[config.mk]
export PLATFORM = sky130hd
export DESIGN_NAME = f_fetch_npc
export DESIGN_NICKNAME = d
export VERILOG_FILES = /design/src/rtl/mips_pkg.sv /design/src/rtl/f_d_reg.sv /design/src/rtl/f_fetch_npc.sv
export SDC_FILE = /design/constraint.sdc
export NUM_CORES = 1
export LEC_CHECK = 0
export BUFFER_PORTS_ARGS = -buffer_cell sky130_fd_sc_hd__buf_2
export CELL_PAD_IN_SITES_DETAIL_PLACEMENT = 1
export CELL_PAD_IN_SITES_GLOBAL_PLACEMENT = 1
export CORE_MARGIN = 2
export CORE_UTILIZATION = 25
export DETAILED_ROUTE_END_ITERATION = 7
export GPL_ROUTABILITY_DRIVEN = 0
export PLACE_DENSITY_LB_ADDON = 0.1
export SYNTH_ARGS = -nofsm -noshare
export SYNTH_HDL_FRONTEND = slang
export SYNTH_SLANG_ARGS = --single-unit
[constraint.sdc]
create_clock -name clk -period 3.9 [get_ports clk]
set_input_delay 0.39 -clock clk [delete_from_list [all_inputs] [get_ports clk]]
set_output_delay 0.39 -clock clk [all_outputs]
set_load 0.03 [all_outputs]
[src/rtl/mips_pkg.sv]
// Shared MIPS pipeline definitions: next-PC operation codes, memory map defaults
// and the branch-offset helper used by the fetch stage.
package mips_pkg;

  typedef enum logic [1:0] {
    NPC_SEQ = 2'd0,
    NPC_BR  = 2'd1,
    NPC_J   = 2'd2,
    NPC_JR  = 2'd3
  } npc_op_t;

  localparam logic [31:0] PC_RESET_DEFAULT = 32'h0000_3000;
  localparam logic [31:0] IM_BASE_DEFAULT  = 32'h0000_3000;
  localparam int unsigned IM_WORDS_DEFAULT = 4096;
  localparam logic [31:0] NOP_INSTR        = 32'h0000_0000;

  // Word offset of a 16-bit branch immediate, sign-extended to a byte offset.
  function automatic logic [31:0] br_offset(input logic [15:0] imm16);
    return {{14{imm16[15]}}, imm16, 2'b00};
  endfunction

endpackage

[src/rtl/f_d_reg.sv]
// F/D pipeline register: holds on stall, loads a bubble on flush,
// otherwise captures the fetched PC/instruction as a valid entry.
module f_d_reg
  import mips_pkg::*;
#(
  parameter logic [31:0] PC_RESET = PC_RESET_DEFAULT
) (
  input  logic        clk,
  input  logic        reset_n,
  input  logic        i_hold,
  input  logic        i_flush,
  input  logic [31:0] i_pc,
  input  logic [31:0] i_instr,
  output logic [31:0] o_pc,
  output logic [31:0] o_instr,
  output logic        o_valid
);

  logic [31:0] r_pc;
  logic [31:0] r_instr;
  logic        r_valid;

  always_ff @(posedge clk or negedge reset_n) begin
    if (!reset_n) begin
      r_pc    <= PC_RESET;
      r_instr <= NOP_INSTR;
      r_valid <= 1'b0;
    end else if (!i_hold) begin
      // A flushed slot still tracks the fetch PC so the bubble has a sane address.
      r_pc <= i_pc;
      if (i_flush) begin
        r_instr <= NOP_INSTR;
        r_valid <= 1'b0;
      end else begin
        r_instr <= i_instr;
        r_valid <= 1'b1;
      end
    end
  end

  assign o_pc    = r_pc;
  assign o_instr = r_instr;
  assign o_valid = r_valid;

endmodule

[src/rtl/f_fetch_npc.sv]
// Fetch stage: PC register, next-PC selection and F/D register.
// NPC_DELAY_SLOT_EN selects architectural delay-slot behaviour (no flush, link = pc+8).
module f_fetch_npc
  import mips_pkg::*;
#(
  parameter logic [31:0] PC_RESET = PC_RESET_DEFAULT,
  parameter logic [31:0] IM_BASE  = IM_BASE_DEFAULT,
  parameter int unsigned IM_WORDS = IM_WORDS_DEFAULT
) (
  input  logic        clk,
  input  logic        reset_n,
  input  logic        stall,
  input  logic [31:0] F_instr,
  input  logic        D_cmp_sig,
  input  logic [1:0]  D_npc_op,
  input  logic [31:0] D_rs_val,
  output logic [31:0] F_pc,
  output logic        F_pc_err,
  output logic [31:0] D_pc,
  output logic [31:0] D_instr,
  output logic [31:0] D_link,
  output logic        D_valid
);

  // One bit wider so the end address cannot wrap for maps near the top of memory.
  localparam logic [32:0] IM_END = {1'b0, IM_BASE} + ({1'b0, 32'(IM_WORDS)} << 2);

`ifdef NPC_DELAY_SLOT_EN
  localparam logic [31:0] LINK_OFS = 32'd8;
`else
  localparam logic [31:0] LINK_OFS = 32'd4;
`endif

  logic [31:0] r_pc;
  logic [31:0] w_seq_pc;
  logic [31:0] w_br_target;
  logic [31:0] w_j_target;
  logic [31:0] w_npc;
  logic        w_redirect;
  logic        w_flush;
  npc_op_t     w_op;

  assign w_op        = npc_op_t'(D_npc_op);
  assign w_seq_pc    = r_pc + 32'd4;
  assign w_br_target = D_pc + 32'd4 + br_offset(D_instr[15:0]);
  assign w_j_target  = {D_pc[31:28], D_instr[25:0], 2'b00};

  always_comb begin
    w_redirect = 1'b0;
    w_npc      = w_seq_pc;
    if (D_valid) begin
      case (w_op)
        NPC_BR: begin
          if (D_cmp_sig) begin
            w_redirect = 1'b1;
            w_npc      = w_br_target;
          end
        end
        NPC_J: begin
          w_redirect = 1'b1;
          w_npc      = w_j_target;
        end
        NPC_JR: begin
          w_redirect = 1'b1;
          w_npc      = D_rs_val;
        end
        default: ;
      endcase
    end
  end

`ifdef NPC_DELAY_SLOT_EN
  assign w_flush = 1'b0;
`else
  assign w_flush = w_redirect;
`endif

  // Stall freezes the PC, so a pending redirect is simply re-evaluated next cycle.
  always_ff @(posedge clk or negedge reset_n) begin
    if (!reset_n) begin
      r_pc <= PC_RESET;
    end else if (!stall) begin
      r_pc <= w_npc;
    end
  end

  f_d_reg #(
    .PC_RESET (PC_RESET)
  ) u_f_d_reg (
    .clk     (clk),
    .reset_n (reset_n),
    .i_hold  (stall),
    .i_flush (w_flush),
    .i_pc    (r_pc),
    .i_instr (F_instr),
    .o_pc    (D_pc),
    .o_instr (D_instr),
    .o_valid (D_valid)
  );

  assign F_pc     = r_pc;
  assign D_link   = D_pc + LINK_OFS;
  assign F_pc_err = (r_pc[1:0] != 2'b00) || (r_pc < IM_BASE) || ({1'b0, r_pc} >= IM_END);

endmodule

==> results of run 1 <==
cell families (layout without fill, tap and decap cells):
group	count (synthesis)	in the layout	synth area share
flip-flops	97	97	0.320
AND/OR/NAND/NOR	341	341	0.216
XOR/XNOR	56	56	0.0645
adder cells (fa/ha/maj)	38	38	0.0635
multiplexers	46	46	0.0665
AO/OA/AOI/OAI	263	263	0.223
buffers and inverters	89	292	0.0458
metrics by stage:
stage | cell area [um2] | worst slack [ns] | cells | util
3_3_place_gp | 9240 | 0.0710 | 1506 | 0.310
2_1_floorplan | 7650 | -0.00716 | 930 | -
4_1_cts | 9520 | 0.0423 | 1522 | 0.320
3_5_place_dp | 9240 | -0.00910 | 1506 | 0.310
5_1_grt | 9580 | -0.00505 | 1523 | 0.322
6_report | 9580 | 0.241 | 1523 | 0.322
worst register-to-register path: stages, from the launching register on:
cell and delay [ns]:
sky130_fd_sc_hd__dfrtp_1 0.42, sky130_fd_sc_hd__and4_4 0.25, sky130_fd_sc_hd__and3_4 0.25, sky130_fd_sc_hd__nand3_2 0.14, sky130_fd_sc_hd__nor2_1 0.20, sky130_fd_sc_hd__xor2_2 0.20, sky130_fd_sc_hd__ha_1 0.28, sky130_fd_sc_hd__a21o_1 0.20
sky130_fd_sc_hd__a311oi_1 0.27, sky130_fd_sc_hd__o21ai_0 0.14, sky130_fd_sc_hd__a41o_2 0.30, sky130_fd_sc_hd__a221o_1 0.39, sky130_fd_sc_hd__a21oi_1 0.19, sky130_fd_sc_hd__xor2_1 0.22, sky130_fd_sc_hd__o21ai_0 0.10
layer usage:
metal,GRT usage,share of wire
met5,0,0.00021
met4,0.0457,0.013
met1,0.303,0.49
met2,0.338,0.45
met3,0.0386,0.046
registers in the layout (all words and copies together), names as in the netlist:
register	flops
u_f_d_reg.o_pc	32
u_f_d_reg.o_instr	32
F_pc	32
u_f_d_reg.o_valid	1
synthesized netlist by cell type (5+ instances only):
master / instances / share of area
sky130_fd_sc_hd__a31oi_1: 12 / 0.0099
sky130_fd_sc_hd__o21a_1: 5 / 0.0049
sky130_fd_sc_hd__nor3_1: 14 / 0.0092
sky130_fd_sc_hd__nand4_1: 20 / 0.016
sky130_fd_sc_hd__nor2_1: 64 / 0.032
sky130_fd_sc_hd__o32a_1: 6 / 0.0079
sky130_fd_sc_hd__a211oi_1: 5 / 0.0049
sky130_fd_sc_hd__a21oi_1: 59 / 0.039
sky130_fd_sc_hd__inv_1: 35 / 0.017
sky130_fd_sc_hd__buf_2: 5 / 0.0033
sky130_fd_sc_hd__mux2i_1: 10 / 0.013
sky130_fd_sc_hd__ha_1: 37 / 0.061
sky130_fd_sc_hd__o211ai_1: 5 / 0.0049
sky130_fd_sc_hd__nor4_1: 8 / 0.0066
sky130_fd_sc_hd__xnor2_1: 39 / 0.045
sky130_fd_sc_hd__nand2_1: 154 / 0.076
sky130_fd_sc_hd__o31ai_1: 8 / 0.0079
sky130_fd_sc_hd__buf_1: 6 / 0.0030
sky130_fd_sc_hd__nand3_1: 19 / 0.013
sky130_fd_sc_hd__mux2_2: 36 / 0.053
sky130_fd_sc_hd__o21ai_0: 81 / 0.053
sky130_fd_sc_hd__and2_1: 7 / 0.0058
sky130_fd_sc_hd__xor2_1: 17 / 0.020
sky130_fd_sc_hd__dfrtp_1: 93 / 0.31
sky130_fd_sc_hd__o22ai_1: 7 / 0.0058
sky130_fd_sc_hd__and4_1: 6 / 0.0069
sky130_fd_sc_hd__a21o_1: 13 / 0.013
sky130_fd_sc_hd__and3_1: 18 / 0.015
sky130_fd_sc_hd__nand2b_1: 5 / 0.0041
sky130_fd_sc_hd__clkbuf_1: 41 / 0.020
sky130_fd_sc_hd__a22oi_1: 12 / 0.012
area by class of cell:
type / count / area, um2
clock buffer: 9 / 225
tap: 390 / 488
sequential: 97 / 2430
clock inverter: 7 / 61.3
inverter: 35 / 131
multi-input combinational: 744 / 4930
timing repair buffer: 241 / 1320
fill: 3642 / 20200
power groups by stage:
stage | Clock, W | Combinational [W] | Sequential, W
after floorplan | 0 | 0.00170 | 0.00209
after global placement | 0 | 0.00327 | 0.00178
after detailed placement | 0 | 0.00328 | 0.00178
after CTS | 0.000970 | 0.00329 | 0.00176
after global routing | 0.00101 | 0.00358 | 0.00182
final | 0.000943 | 0.00330 | 0.00177
worst max-delay path by stage:
stage / start / slack (ns) / depth (start not counted) / endpoint
finish: u_f_d_reg.o_pc[7]$_DFFE_PN0N_ / 0.24 / 14 / F_pc[24]$_DFFE_PN0N_
global route: u_f_d_reg.o_pc[7]$_DFFE_PN0N_ / -0.005 / 15 / F_pc[24]$_DFFE_PN0N_
CTS: u_f_d_reg.o_pc[7]$_DFFE_PN0N_ / 0.04 / 16 / F_pc[28]$_DFFE_PN0N_
detailed placement: u_f_d_reg.o_pc[7]$_DFFE_PN0N_ / -0.009 / 16 / F_pc[28]$_DFFE_PN0N_
global placement: u_f_d_reg.o_pc[7]$_DFFE_PN0N_ / 0.07 / 16 / F_pc[28]$_DFFE_PN0N_
floorplan: u_f_d_reg.o_pc[4]$_DFFE_PN0N_ / -0.007 / 14 / F_pc[20]$_DFFE_PN0N_
timing repair:
item | 4_1_cts | 5_1_grt
pin swaps | 0 | 2
resized for setup | 1 | 13
buffers inserted | 0 | 1
setup endpoints to repair | 2 | 13
==> key figures, run 1 <==
Clocking
  – Clock tree from TritonCTS: done
  – Clk sinks: 97
  – Post-CTS Hold Fix Bufs: 0
  – Buffer depth of the longest clock path: 2
  – Root buffer cell: sky130_fd_sc_hd__clkbuf_16
  – Htree depth: 3
  – Later-pin clock latency in the skew report: 0.38 ns
  – Reg clk slew, reported paths: 0.08 ns
  – TritonCTS Buffers: 9

Pwr
  – Proportion of power drawn by combinational gates: 0.549
  – Maximum vdd ir drop: 0.000231 V
  – Leakage: 4.43 nW
  – Net Switching: 0.00314 W
  – Share of power burned in registers: 0.294
  – Share of total power consumed by net switching: 0.523
  – Power, Total: 0.00600 W
  – Ratio of total power to cell area: 627 nW/um2
  – Part of the power in the clock network: 0.157
  – Cell internal power dissipation: 0.00286 W

Yosys
  – Sequential cell area fraction in the yosys report: 0.320
  – Mean cell area of the mapped netlist: 8.17 um2
  – Proportion of synthesized flip-flops having asynchronous set or reset: 1.00
  – Net count of the mapped netlist: 1038
  – Ys Warns: 0
  – Number of synthesized register bits: 97
  – Number of standard cells after synthesis: 930
  – EDFF count, synth: 0
  – Count of cell types in the netlist: 80
  – Flip-flop cell with the highest count after synthesis: sky130_fd_sc_hd__dfrtp_1
  – Post-Synthesis Cell Area: 7600 um2

Critical path
  – R2r endpoint: F_pc[24]$_DFFE_PN0N_
  – Worst endpoint required time: 4.15 ns
  – Worst R2R Start: u_f_d_reg.o_pc[7]$_DFFE_PN0N_
  – FF-to-FF setup slack: 0.24 ns
  – Worst path bufs/invs: 0
  – Top cell family by delay on the critical path: compound AO/OA/AOI/OAI gates
  – CP Launch Type: flip-flop
  – Cell repeated most along the worst path: sky130_fd_sc_hd__o21ai_0
  – Worst Reg-to-Reg Cells: 14
  – Critical Path Fanout Max: 5
  – Worst Path Class, Setup: reg -> reg
  – Cell with the biggest individual delay on the critical path: sky130_fd_sc_hd__dfrtp_1
  – CP max stage delay: 0.42 ns
  – Arrival time at the worst endpoint: 3.91 ns
  – CP Capture Type: flip-flop
  – Cell Chain, Critical Path: and4_4, and3_4, nand3_2, nor2_1, xor2_2, ha_1, a21o_1, a311oi_1, o21ai_0, a41o_2, a221o_1, a21oi_1, xor2_1, o21ai_0

Floorplan
  – Die extent in y: 178 um
  – Die X-Extent: 178 um
  – Core area: 29800 um2
  – Initial Util: 0.255
  – Number of I/O pins: 200
  – Die Footprint: 31800 um2
  – Number of cell rows: 63

STA
  – Hold violation count in the final report: 0
  – Max-slew headroom at the worst pin: 0.312
  – Final Max Tran Viols: 0
  – Tightest hold margin: 0.0834 ns
  – Final critical-path required period: 3.66 ns
  – Post-Route Setup TNS: 0 ns
  – Highest clock frequency the design can meet: 0.273 GHz
  – Setup violation total in the final timing report: 0
  – Part of the cycle the worst path needs: 0.938
  – Worst clock skew: 0.0214 ns
  – Slew of the pin with the lowest slew margin: 1.03 ns

Placed design
  – Buffers on Ports: 199
  – Dpl hpwl: 26000 um

Cells and area
  – Number of nets in the finished design: 1236
  – Area growth from synthesis to final layout: 26.1%
  – Most common cell after layout, fill and taps aside: sky130_fd_sc_hd__buf_2
  – Ratio of cells with drive above 1 in the final layout: 0.296
  – Diode count: 0
  – Most frequent cells in the layout: sky130_fd_sc_hd__buf_2 (197), sky130_fd_sc_hd__nand2_1 (153), sky130_fd_sc_hd__dfrtp_1 (93), sky130_fd_sc_hd__o21ai_0 (80), sky130_fd_sc_hd__nor2_1 (64)

GRT
  – Pin count of the biggest net entering global routing: 78
  – Total grt overflow: 0
  – Vias in the first global route: 8164
  – First-pass GRT wire length: 51000 um
  – Total global-route track usage: 0.214
  – Antenna violations before repair: 1

Hold path
  – Tightest Hold Check Type: in -> async

Routing
  – Remaining DRCs: 0
  – Number of nets with antenna violations after routing: 0
  – Via density: 5.10
  – Detailed-route wire length: 33600 um
  – Iteration-0 DRC count of the detailed router: 416
  – First-pass detailed-route iteration total: 4
  – Per-cell routed wire length: 22.1 um
  – Total vias in the final route: 7771

Flow run
  – Max-cap violations: 0

Outcome
  – Status: finished, final reports clean
Power figures use the tool's default switching activity.
==> run 2: changes to the inputs <==
--- a/config.mk
+++ b/config.mk
@@ -8,6 +8,7 @@
 export BUFFER_PORTS_ARGS = -buffer_cell sky130_fd_sc_hd__buf_2
 export CELL_PAD_IN_SITES_DETAIL_PLACEMENT = 1
 export CELL_PAD_IN_SITES_GLOBAL_PLACEMENT = 1
+export CORE_ASPECT_RATIO = 0.75
 export CORE_MARGIN = 2
 export CORE_UTILIZATION = 25
 export DETAILED_ROUTE_END_ITERATION = 7
==> run 2 against run 1 <==
Non-clock buffer count rose by 5. Via count rose by 1.6%. Critical endpoint unchanged. First-iteration DRC count fell by 3.8%. Clock-buffer cell count rose by 1. Routed wire length rose by 4.6%. Utilization rose by 0.23 points. Worst setup slack got worse by 0.018 ns.
==> key figures, run 2 (same netlist as run 1, synthesis figures left out) <==
Critical path
  – Worst path bufs/invs: 1 (+1)
  – Cell with the biggest individual delay on the critical path: sky130_fd_sc_hd__a221o_1
  – Cell Chain, Critical Path: and4_1, and3_2, nand3_2, nor2_1, buf_4, xor2_2, ha_1, a21o_1, a311oi_2, o21ai_0, a41o_1, a221o_1, a21oi_2, xor2_2, o21ai_0
  – Top cell family by delay on the critical path: compound AO/OA/AOI/OAI gates
  – Worst R2R Start: u_f_d_reg.o_pc[5]$_DFFE_PN0N_
  – FF-to-FF setup slack: 0.22 ns (-0.02 ns)
  – Critical Path Fanout Max: 5 (unchanged)
  – R2r endpoint: F_pc[24]$_DFFE_PN0N_
  – Worst Reg-to-Reg Cells: 15 (+1)
  – CP max stage delay: 0.40 ns (-0.02 ns)
  – Worst Path Class, Setup: reg -> reg
  – Arrival time at the worst endpoint: 3.92 ns (about the same)
  – CP Launch Type: flip-flop
  – Worst endpoint required time: 4.14 ns (about the same)
  – CP Capture Type: flip-flop

Routing
  – Total vias in the final route: 7897 (+1.6%)
  – Iteration-0 DRC count of the detailed router: 400 (-3.8%)
  – First-pass detailed-route iteration total: 4 (unchanged)
  – Detailed-route wire length: 35200 um (+4.6%)
  – Per-cell routed wire length: 22.9 um (+3.6%)
  – Via density: 5.14 (+0.70%)
  – Number of nets with antenna violations after routing: 0 (unchanged)
  – Remaining DRCs: 0 (unchanged)

Cells and area
  – Area growth from synthesis to final layout: 28.2%
  – Ratio of cells with drive above 1 in the final layout: 0.301 (+0.00573)
  – Number of nets in the finished design: 1241 (+0.40%)
  – Utilization after layout: 0.324 (+0.00233)
  – Most frequent cells in the layout: sky130_fd_sc_hd__buf_2 (197), sky130_fd_sc_hd__nand2_1 (152), sky130_fd_sc_hd__dfrtp_1 (93), sky130_fd_sc_hd__o21ai_0 (81), sky130_fd_sc_hd__nor2_1 (64)
  – Diode count: 0 (unchanged)
  – Most common cell after layout, fill and taps aside: sky130_fd_sc_hd__buf_2
  – Fin area: 9740 um2 (+1.7%)
  – Layout fillers: 3582 (-1.6%)
  – Number of standard cells in the layout, taps in and fillers out: 1537 (+0.92%)

Clocking
  – Clk sinks: 97 (unchanged)
  – Reg clk slew, reported paths: 0.08 ns (about the same)
  – Root buffer cell: sky130_fd_sc_hd__clkbuf_16
  – Later-pin clock latency in the skew report: 0.37 ns (about the same)
  – Buffer depth of the longest clock path: 2 (unchanged)
  – Post-CTS Hold Fix Bufs: 0 (unchanged)
  – Htree depth: 3 (unchanged)
  – TritonCTS Buffers: 9 (unchanged)
  – Clock tree from TritonCTS: done

GRT
  – Total grt overflow: 0 (unchanged)
  – First-pass GRT wire length: 52600 um (+3.1%)
  – Vias in the first global route: 7895 (-3.3%)
  – Total global-route track usage: 0.222 (+0.00823)
  – Antenna violations before repair: 2 (+1)
  – Pin count of the biggest net entering global routing: 97 (+24%)

Flow run
  – Max-cap violations: 0 (unchanged)

STA
  – Setup repair after global routing missed its margin: yes
  – Post-Route Setup TNS: 0 ns (unchanged)
  – Hold violation count in the final report: 0 (unchanged)
  – Setup violation total in the final timing report: 0 (unchanged)
  – Slew of the pin with the lowest slew margin: 0.889 ns (-0.143 ns)
  – Highest clock frequency the design can meet: 0.272 GHz (-0.49%)
  – Worst clock skew: 0.00952 ns (-0.0119 ns)
  – Max-slew headroom at the worst pin: 0.407 (+0.0951)
  – Tightest hold margin: 0.131 ns (+0.0474 ns)
  – Final critical-path required period: 3.68 ns (+0.0180 ns)
  – Final Max Tran Viols: 0 (unchanged)
  – Part of the cycle the worst path needs: 0.943 (+0.00462)

Pwr
  – Leakage: 4.49 nW (+1.3%)
  – Part of the power in the clock network: 0.173 (+0.016)
  – Maximum vdd ir drop: 0.000285 V (+23%)
  – Cell internal power dissipation: 0.00308 W (+7.5%)
  – Share of power burned in registers: 0.283 (-0.011)
  – Net Switching: 0.00317 W (+0.95%)
  – Ratio of total power to cell area: 642 nW/um2 (+2.4%)
  – Proportion of power drawn by combinational gates: 0.544 (-0.005)
  – Share of total power consumed by net switching: 0.507 (-0.0158)

Hold path
  – Tightest Hold Check Type: in -> async

Placed design
  – Placed cell count: 1521 (+1.0%)
  – Total placed instance area: 9300 um2 (+0.75%)
  – Dpl hpwl: 27400 um (+5.4%)
  – Buffers on Ports: 199 (unchanged)

Floorplan
  – Core area: 30100 um2 (+0.93%)
  – Die X-Extent: 205 um (+15%)
  – Die extent in y: 155 um (-13%)
  – Number of I/O pins: 200 (unchanged)
  – Number of cell rows: 55 (-13%)
  – Initial Util: 0.253 (-0.00235)
  – Die Footprint: 31800 um2 (about the same)

Outcome
  – Status: finished, final reports clean
-- run 2: changes by cell type in the layout (fill, tap and decap cells not counted), moves of 2 or more --
cell	before	now
sky130_fd_sc_hd__inv_8	2	0
sky130_fd_sc_hd__buf_4	44	48
sky130_fd_sc_hd__bufinv_16	0	3
sky130_fd_sc_hd__clkinv_4	2	0
sky130_fd_sc_hd__clkinv_2	1	3
-- run 2: cell type report --
| cell class | count | area (um2) | area share |
|---|---|---|---|
| Clock inverter | 6 | 105 | 0.0108 |
| Multi-Input combinational cell | 744 | 4970 | 0.510 |
| Inverter | 35 | 131 | 0.0135 |
| Clock buffer | 10 | 239 | 0.0245 |
| Tap cell | 399 | 499 | 0.0513 |
| Timing Repair Buffer | 246 | 1370 | 0.140 |
| Sequential cell | 97 | 2430 | 0.250 |
-- run 2: worst register-to-register path: stages, from the launching register on --
cell and delay (ns):
sky130_fd_sc_hd__dfrtp_1 0.35, sky130_fd_sc_hd__and4_1 0.24, sky130_fd_sc_hd__and3_2 0.25, sky130_fd_sc_hd__nand3_2 0.14
sky130_fd_sc_hd__nor2_1 0.11, sky130_fd_sc_hd__buf_4 0.16, sky130_fd_sc_hd__xor2_2 0.19, sky130_fd_sc_hd__ha_1 0.28
sky130_fd_sc_hd__a21o_1 0.22, sky130_fd_sc_hd__a311oi_2 0.21, sky130_fd_sc_hd__o21ai_0 0.11, sky130_fd_sc_hd__a41o_1 0.27
sky130_fd_sc_hd__a221o_1 0.40, sky130_fd_sc_hd__a21oi_2 0.21, sky130_fd_sc_hd__xor2_2 0.28, sky130_fd_sc_hd__o21ai_0 0.13
-- run 2: layer usage --
layer  global-route usage  share of wire  wire length, um
met5                    0        0.00051               18
met1                0.342           0.53            18600
met3               0.0519          0.058             2030
met2                0.314           0.40            14100
met4               0.0353          0.010              366
-- run 2: worst max path at each step --
stage	from	end	slack, ns	cells after the start
after floorplan	u_f_d_reg.o_pc[4]$_DFFE_PN0N_	F_pc[20]$_DFFE_PN0N_	-0.007	14
after global placement	u_f_d_reg.o_pc[7]$_DFFE_PN0N_	F_pc[24]$_DFFE_PN0N_	0.01	15
after detailed placement	u_f_d_reg.o_pc[5]$_DFFE_PN0N_	F_pc[24]$_DFFE_PN0N_	-0.07	15
after CTS	u_f_d_reg.o_pc[5]$_DFFE_PN0N_	F_pc[24]$_DFFE_PN0N_	0.02	15
after global routing	u_f_d_reg.o_pc[5]$_DFFE_PN0N_	F_pc[24]$_DFFE_PN0N_	-0.02	15
final	u_f_d_reg.o_pc[5]$_DFFE_PN0N_	F_pc[24]$_DFFE_PN0N_	0.22	15
-- run 2: repair_timing --
action | in CTS | in global routing
buffers inserted | 0 | 0
setup endpoints to repair | 1 | 12
gates resized for setup | 2 | 15
pin swaps | 1 | 2
-- run 2: power by group through the flow --
stage / Combinational [W] / Clock (W) / Sequential, W
floorplan: 0.00170 / 0 / 0.00209
global placement: 0.00335 / 0 / 0.00179
detailed placement: 0.00335 / 0 / 0.00179
CTS: 0.00338 / 0.00112 / 0.00177
global route: 0.00368 / 0.00115 / 0.00182
finish: 0.00340 / 0.00108 / 0.00177
-- run 2: stage by stage --
stage / worst slack, ns / power, W
CTS: 0.0245 / 0.00626
floorplan: -0.00716 / 0.00379
finish: 0.223 / 0.00625
global route: -0.0220 / 0.00665
global placement: 0.0116 / 0.00514
detailed placement: -0.0745 / 0.00514
==> run 3: changes to the inputs <==
--- a/config.mk
+++ b/config.mk
@@ -13,7 +13,7 @@
 export CORE_UTILIZATION = 25
 export DETAILED_ROUTE_END_ITERATION = 7
 export GPL_ROUTABILITY_DRIVEN = 0
-export PLACE_DENSITY_LB_ADDON = 0.1
+export PLACE_DENSITY_LB_ADDON = 0.25
 export SYNTH_ARGS = -nofsm -noshare
 export SYNTH_HDL_FRONTEND = slang
 export SYNTH_SLANG_ARGS = --single-unit
==> run 3 against run 2 <==
First-iteration DRC count up 0.50%. Design area fell by 1.0%. Sequential share of layout area up 0.27 points. Worst setup slack worse by 0.042 ns. Utilization down 0.33 points. Clock power is 11% lower. Clock skew is 0.0029 ns higher. Register-to-register slack got worse by 0.04 ns. Sequential power about the same. Combinational power is 1% lower. Die area unchanged. Critical path depth rose by 1. Critical endpoint unchanged. Largest power group unchanged. Highest routed layer is now met4.
==> key figures, run 3 (same netlist as run 1, synthesis figures left out) <==
Hold path
  – Tightest Hold Check Type: in -> async

Placed design
  – Post-Place Worst Slack: -0.132 ns (-0.0577 ns)
  – Dpl hpwl: 26600 um (-3.1%)
  – Buffers on Ports: 199 (unchanged)
  – Placed cell count: 1515 (-0.39%)

Critical path
  – Cell with the biggest individual delay on the critical path: sky130_fd_sc_hd__a221o_1
  – Top cell family by delay on the critical path: compound AO/OA/AOI/OAI gates
  – Worst Path Class, Setup: reg -> reg
  – CP Capture Type: flip-flop
  – Cell Chain, Critical Path: and4_1, and3_4, nand3_2, nor2_1, buf_4, xor2_2, ha_1, a21o_1, a311oi_1, o21ai_0, a41o_1, buf_4, a221o_1, a21oi_1, xor2_1, o21ai_0
  – CP Launch Type: flip-flop
  – Arrival time at the worst endpoint: 3.96 ns (+0.04 ns)
  – Worst path bufs/invs: 2 (+1)
  – Critical Path Fanout Max: 5 (unchanged)
  – Worst endpoint required time: 4.14 ns (about the same)
  – CP max stage delay: 0.37 ns (-0.03 ns)

Pwr
  – Ratio of total power to cell area: 630 nW/um2 (-1.8%)
  – Maximum vdd ir drop: 0.000232 V (-19%)
  – Leakage: 4.43 nW (-1.2%)

Cells and area
  – Utilization after layout: 0.321 (-0.00329)
  – Most frequent cells in the layout: sky130_fd_sc_hd__buf_2 (197), sky130_fd_sc_hd__nand2_1 (153), sky130_fd_sc_hd__dfrtp_1 (92), sky130_fd_sc_hd__o21ai_0 (80), sky130_fd_sc_hd__nor2_1 (63)
  – Number of nets in the finished design: 1236 (-0.40%)
  – Number of standard cells in the layout, taps in and fillers out: 1532 (-0.33%)
  – Diode count: 0 (unchanged)
  – Most common cell after layout, fill and taps aside: sky130_fd_sc_hd__buf_2
  – Area growth from synthesis to final layout: 26.9%
  – Ratio of cells with drive above 1 in the final layout: 0.299 (-0.00220)

Clocking
  – Clk sinks: 97 (unchanged)
  – Clock tree from TritonCTS: done
  – Post-CTS Hold Fix Bufs: 0 (unchanged)
  – Later-pin clock latency in the skew report: 0.37 ns (about the same)
  – Buffer depth of the longest clock path: 2 (unchanged)
  – Htree depth: 3 (unchanged)
  – Root buffer cell: sky130_fd_sc_hd__clkbuf_16
  – Reg clk slew, reported paths: 0.08 ns (about the same)
  – TritonCTS Buffers: 9 (unchanged)

GRT
  – Antenna violations before repair: 0 (-2)
  – Pin count of the biggest net entering global routing: 104 (+7.2%)
  – First-pass GRT wire length: 51400 um (-2.2%)
  – Vias in the first global route: 7922 (+0.34%)
  – Total global-route track usage: 0.214 (-0.00760)
  – Total grt overflow: 0 (unchanged)

Floorplan
  – Core area: 30100 um2 (unchanged)
  – Number of cell rows: 55 (unchanged)
  – Initial Util: 0.253 (unchanged)
  – Number of I/O pins: 200 (unchanged)
  – Die X-Extent: 205 um (unchanged)
  – Die extent in y: 155 um (unchanged)
  – Die Footprint: 31800 um2 (unchanged)

STA
  – Final critical-path required period: 3.72 ns (+0.0416 ns)
  – Worst clock skew: 0.0125 ns (+0.00294 ns)
  – Max-slew headroom at the worst pin: 0.398 (-0.00879)
  – Worst Slack Setup Final: 0.182 ns (-0.0416 ns)
  – Slew of the pin with the lowest slew margin: 0.903 ns (+0.0132 ns)
  – Tightest hold margin: 0.0616 ns (-0.0692 ns)
  – Part of the cycle the worst path needs: 0.953 (+0.0107)
  – Hold violation count in the final report: 0 (unchanged)
  – Setup repair after global routing missed its margin: yes
  – Setup violation total in the final timing report: 0 (unchanged)
  – Post-Route Setup TNS: 0 ns (unchanged)
  – Final Max Tran Viols: 0 (unchanged)
  – Highest clock frequency the design can meet: 0.269 GHz (-1.1%)

Routing
  – Via density: 5.18 (+0.89%)
  – First-pass detailed-route iteration total: 4 (unchanged)
  – Detailed-route wire length: 33900 um (-3.5%)
  – Remaining DRCs: 0 (unchanged)
  – Iteration-0 DRC count of the detailed router: 402 (+0.50%)
  – Number of nets with antenna violations after routing: 0 (unchanged)
  – Per-cell routed wire length: 22.1 um (-3.2%)
  – Total vias in the final route: 7941 (+0.56%)

Outcome
  – Status: finished, final reports clean

Flow run
  – Max-cap violations: 0 (unchanged)
==> run 3: cell count changes in the layout (fill, tap and decap cells not counted), moves of 2 or more <==
cell / change
sky130_fd_sc_hd__clkinvlp_4: +2
sky130_fd_sc_hd__a2111oi_2: +2
sky130_fd_sc_hd__bufinv_16: -2
sky130_fd_sc_hd__buf_4: -5
==> run 3: timing repair <==
item / 4_1_cts / 5_1_grt
setup buffers: 0 / 1
endpoints found under the setup margin: 1 / 11
resized for setup: 2 / 18
pin swaps: 0 / 3
==> run 3: cell type report <==
type	instances	area, um2
repair buffers	241	1330
inverters	35	131
clock inverters	5	55.1
clock buffers	11	243
flip-flops and latches	97	2430
multi-input cells	744	4950
fillers	3637	20400
well taps	399	499
==> run 3: power breakdown <==
| group | switching, W | leakage (nW) | internal (W) | total (W) |
|---|---|---|---|---|
| Clock | 0.000442 | 0.142 | 0.000515 | 0.000957 |
| Combinational | 0.00218 | 3.11 | 0.00117 | 0.00335 |
| Sequential | 0.000512 | 1.19 | 0.00126 | 0.00177 |
| Total | 0.00313 | 4.43 | 0.00295 | 0.00608 |
==> run 3: per-layer routing <==
layer / track usage / routed length, um / vias up
met1: 0.327 / 17700 / 3933
met2: 0.302 / 13700 / 224
met5: 0 / 0 / -
met4: 0.0456 / 490 / 0
met3: 0.0503 / 2060 / 28
li1: - / - / 3756
==> run 3: worst paths after layout <==
path | startpoint | cells after the start | endpoint | slack (ns)
worst max-delay path | u_f_d_reg.o_pc[4]$_DFFE_PN0N_ | 16 | F_pc[24]$_DFFE_PN0N_ | 0.18
worst min-delay path | reset_n | 1 | u_f_d_reg.o_instr[4]$_DFFE_PN0N_ | 0.06
worst max register to register | u_f_d_reg.o_pc[4]$_DFFE_PN0N_ | 16 | F_pc[24]$_DFFE_PN0N_ | 0.18
worst min register to register | u_f_d_reg.o_instr[28]$_DFFE_PN0N_ | 2 | u_f_d_reg.o_instr[28]$_DFFE_PN0N_ | 0.49
max in group asynchronous | reset_n | 2 | u_f_d_reg.o_valid$_DFFE_PN0N_ | 2.88
min in group clk | F_instr[3] | 3 | u_f_d_reg.o_instr[3]$_DFFE_PN0N_ | 0.26
==> run 3: per-stage QoR <==
stage / instance area, um2 / power, W
5_1_grt: 9640 / 0.00647
3_3_place_gp: 9260 / 0.00505
2_1_floorplan: 7650 / 0.00379
3_5_place_dp: 9260 / 0.00510
6_report: 9640 / 0.00608
4_1_cts: 9560 / 0.00610
==> run 3: worst register-to-register path, cell delays in order, from the launching register on <==
cell                       delay [ns]
sky130_fd_sc_hd__dfrtp_1         0.36
sky130_fd_sc_hd__and4_1          0.24
sky130_fd_sc_hd__and3_4          0.24
sky130_fd_sc_hd__nand3_2         0.13
sky130_fd_sc_hd__nor2_1          0.12
sky130_fd_sc_hd__buf_4           0.17
sky130_fd_sc_hd__xor2_2          0.16
sky130_fd_sc_hd__ha_1            0.27
sky130_fd_sc_hd__a21o_1          0.20
sky130_fd_sc_hd__a311oi_1        0.23
sky130_fd_sc_hd__o21ai_0         0.13
sky130_fd_sc_hd__a41o_1          0.26
sky130_fd_sc_hd__buf_4           0.17
sky130_fd_sc_hd__a221o_1         0.37
sky130_fd_sc_hd__a21oi_1         0.20
sky130_fd_sc_hd__xor2_1          0.21
sky130_fd_sc_hd__o21ai_0         0.12
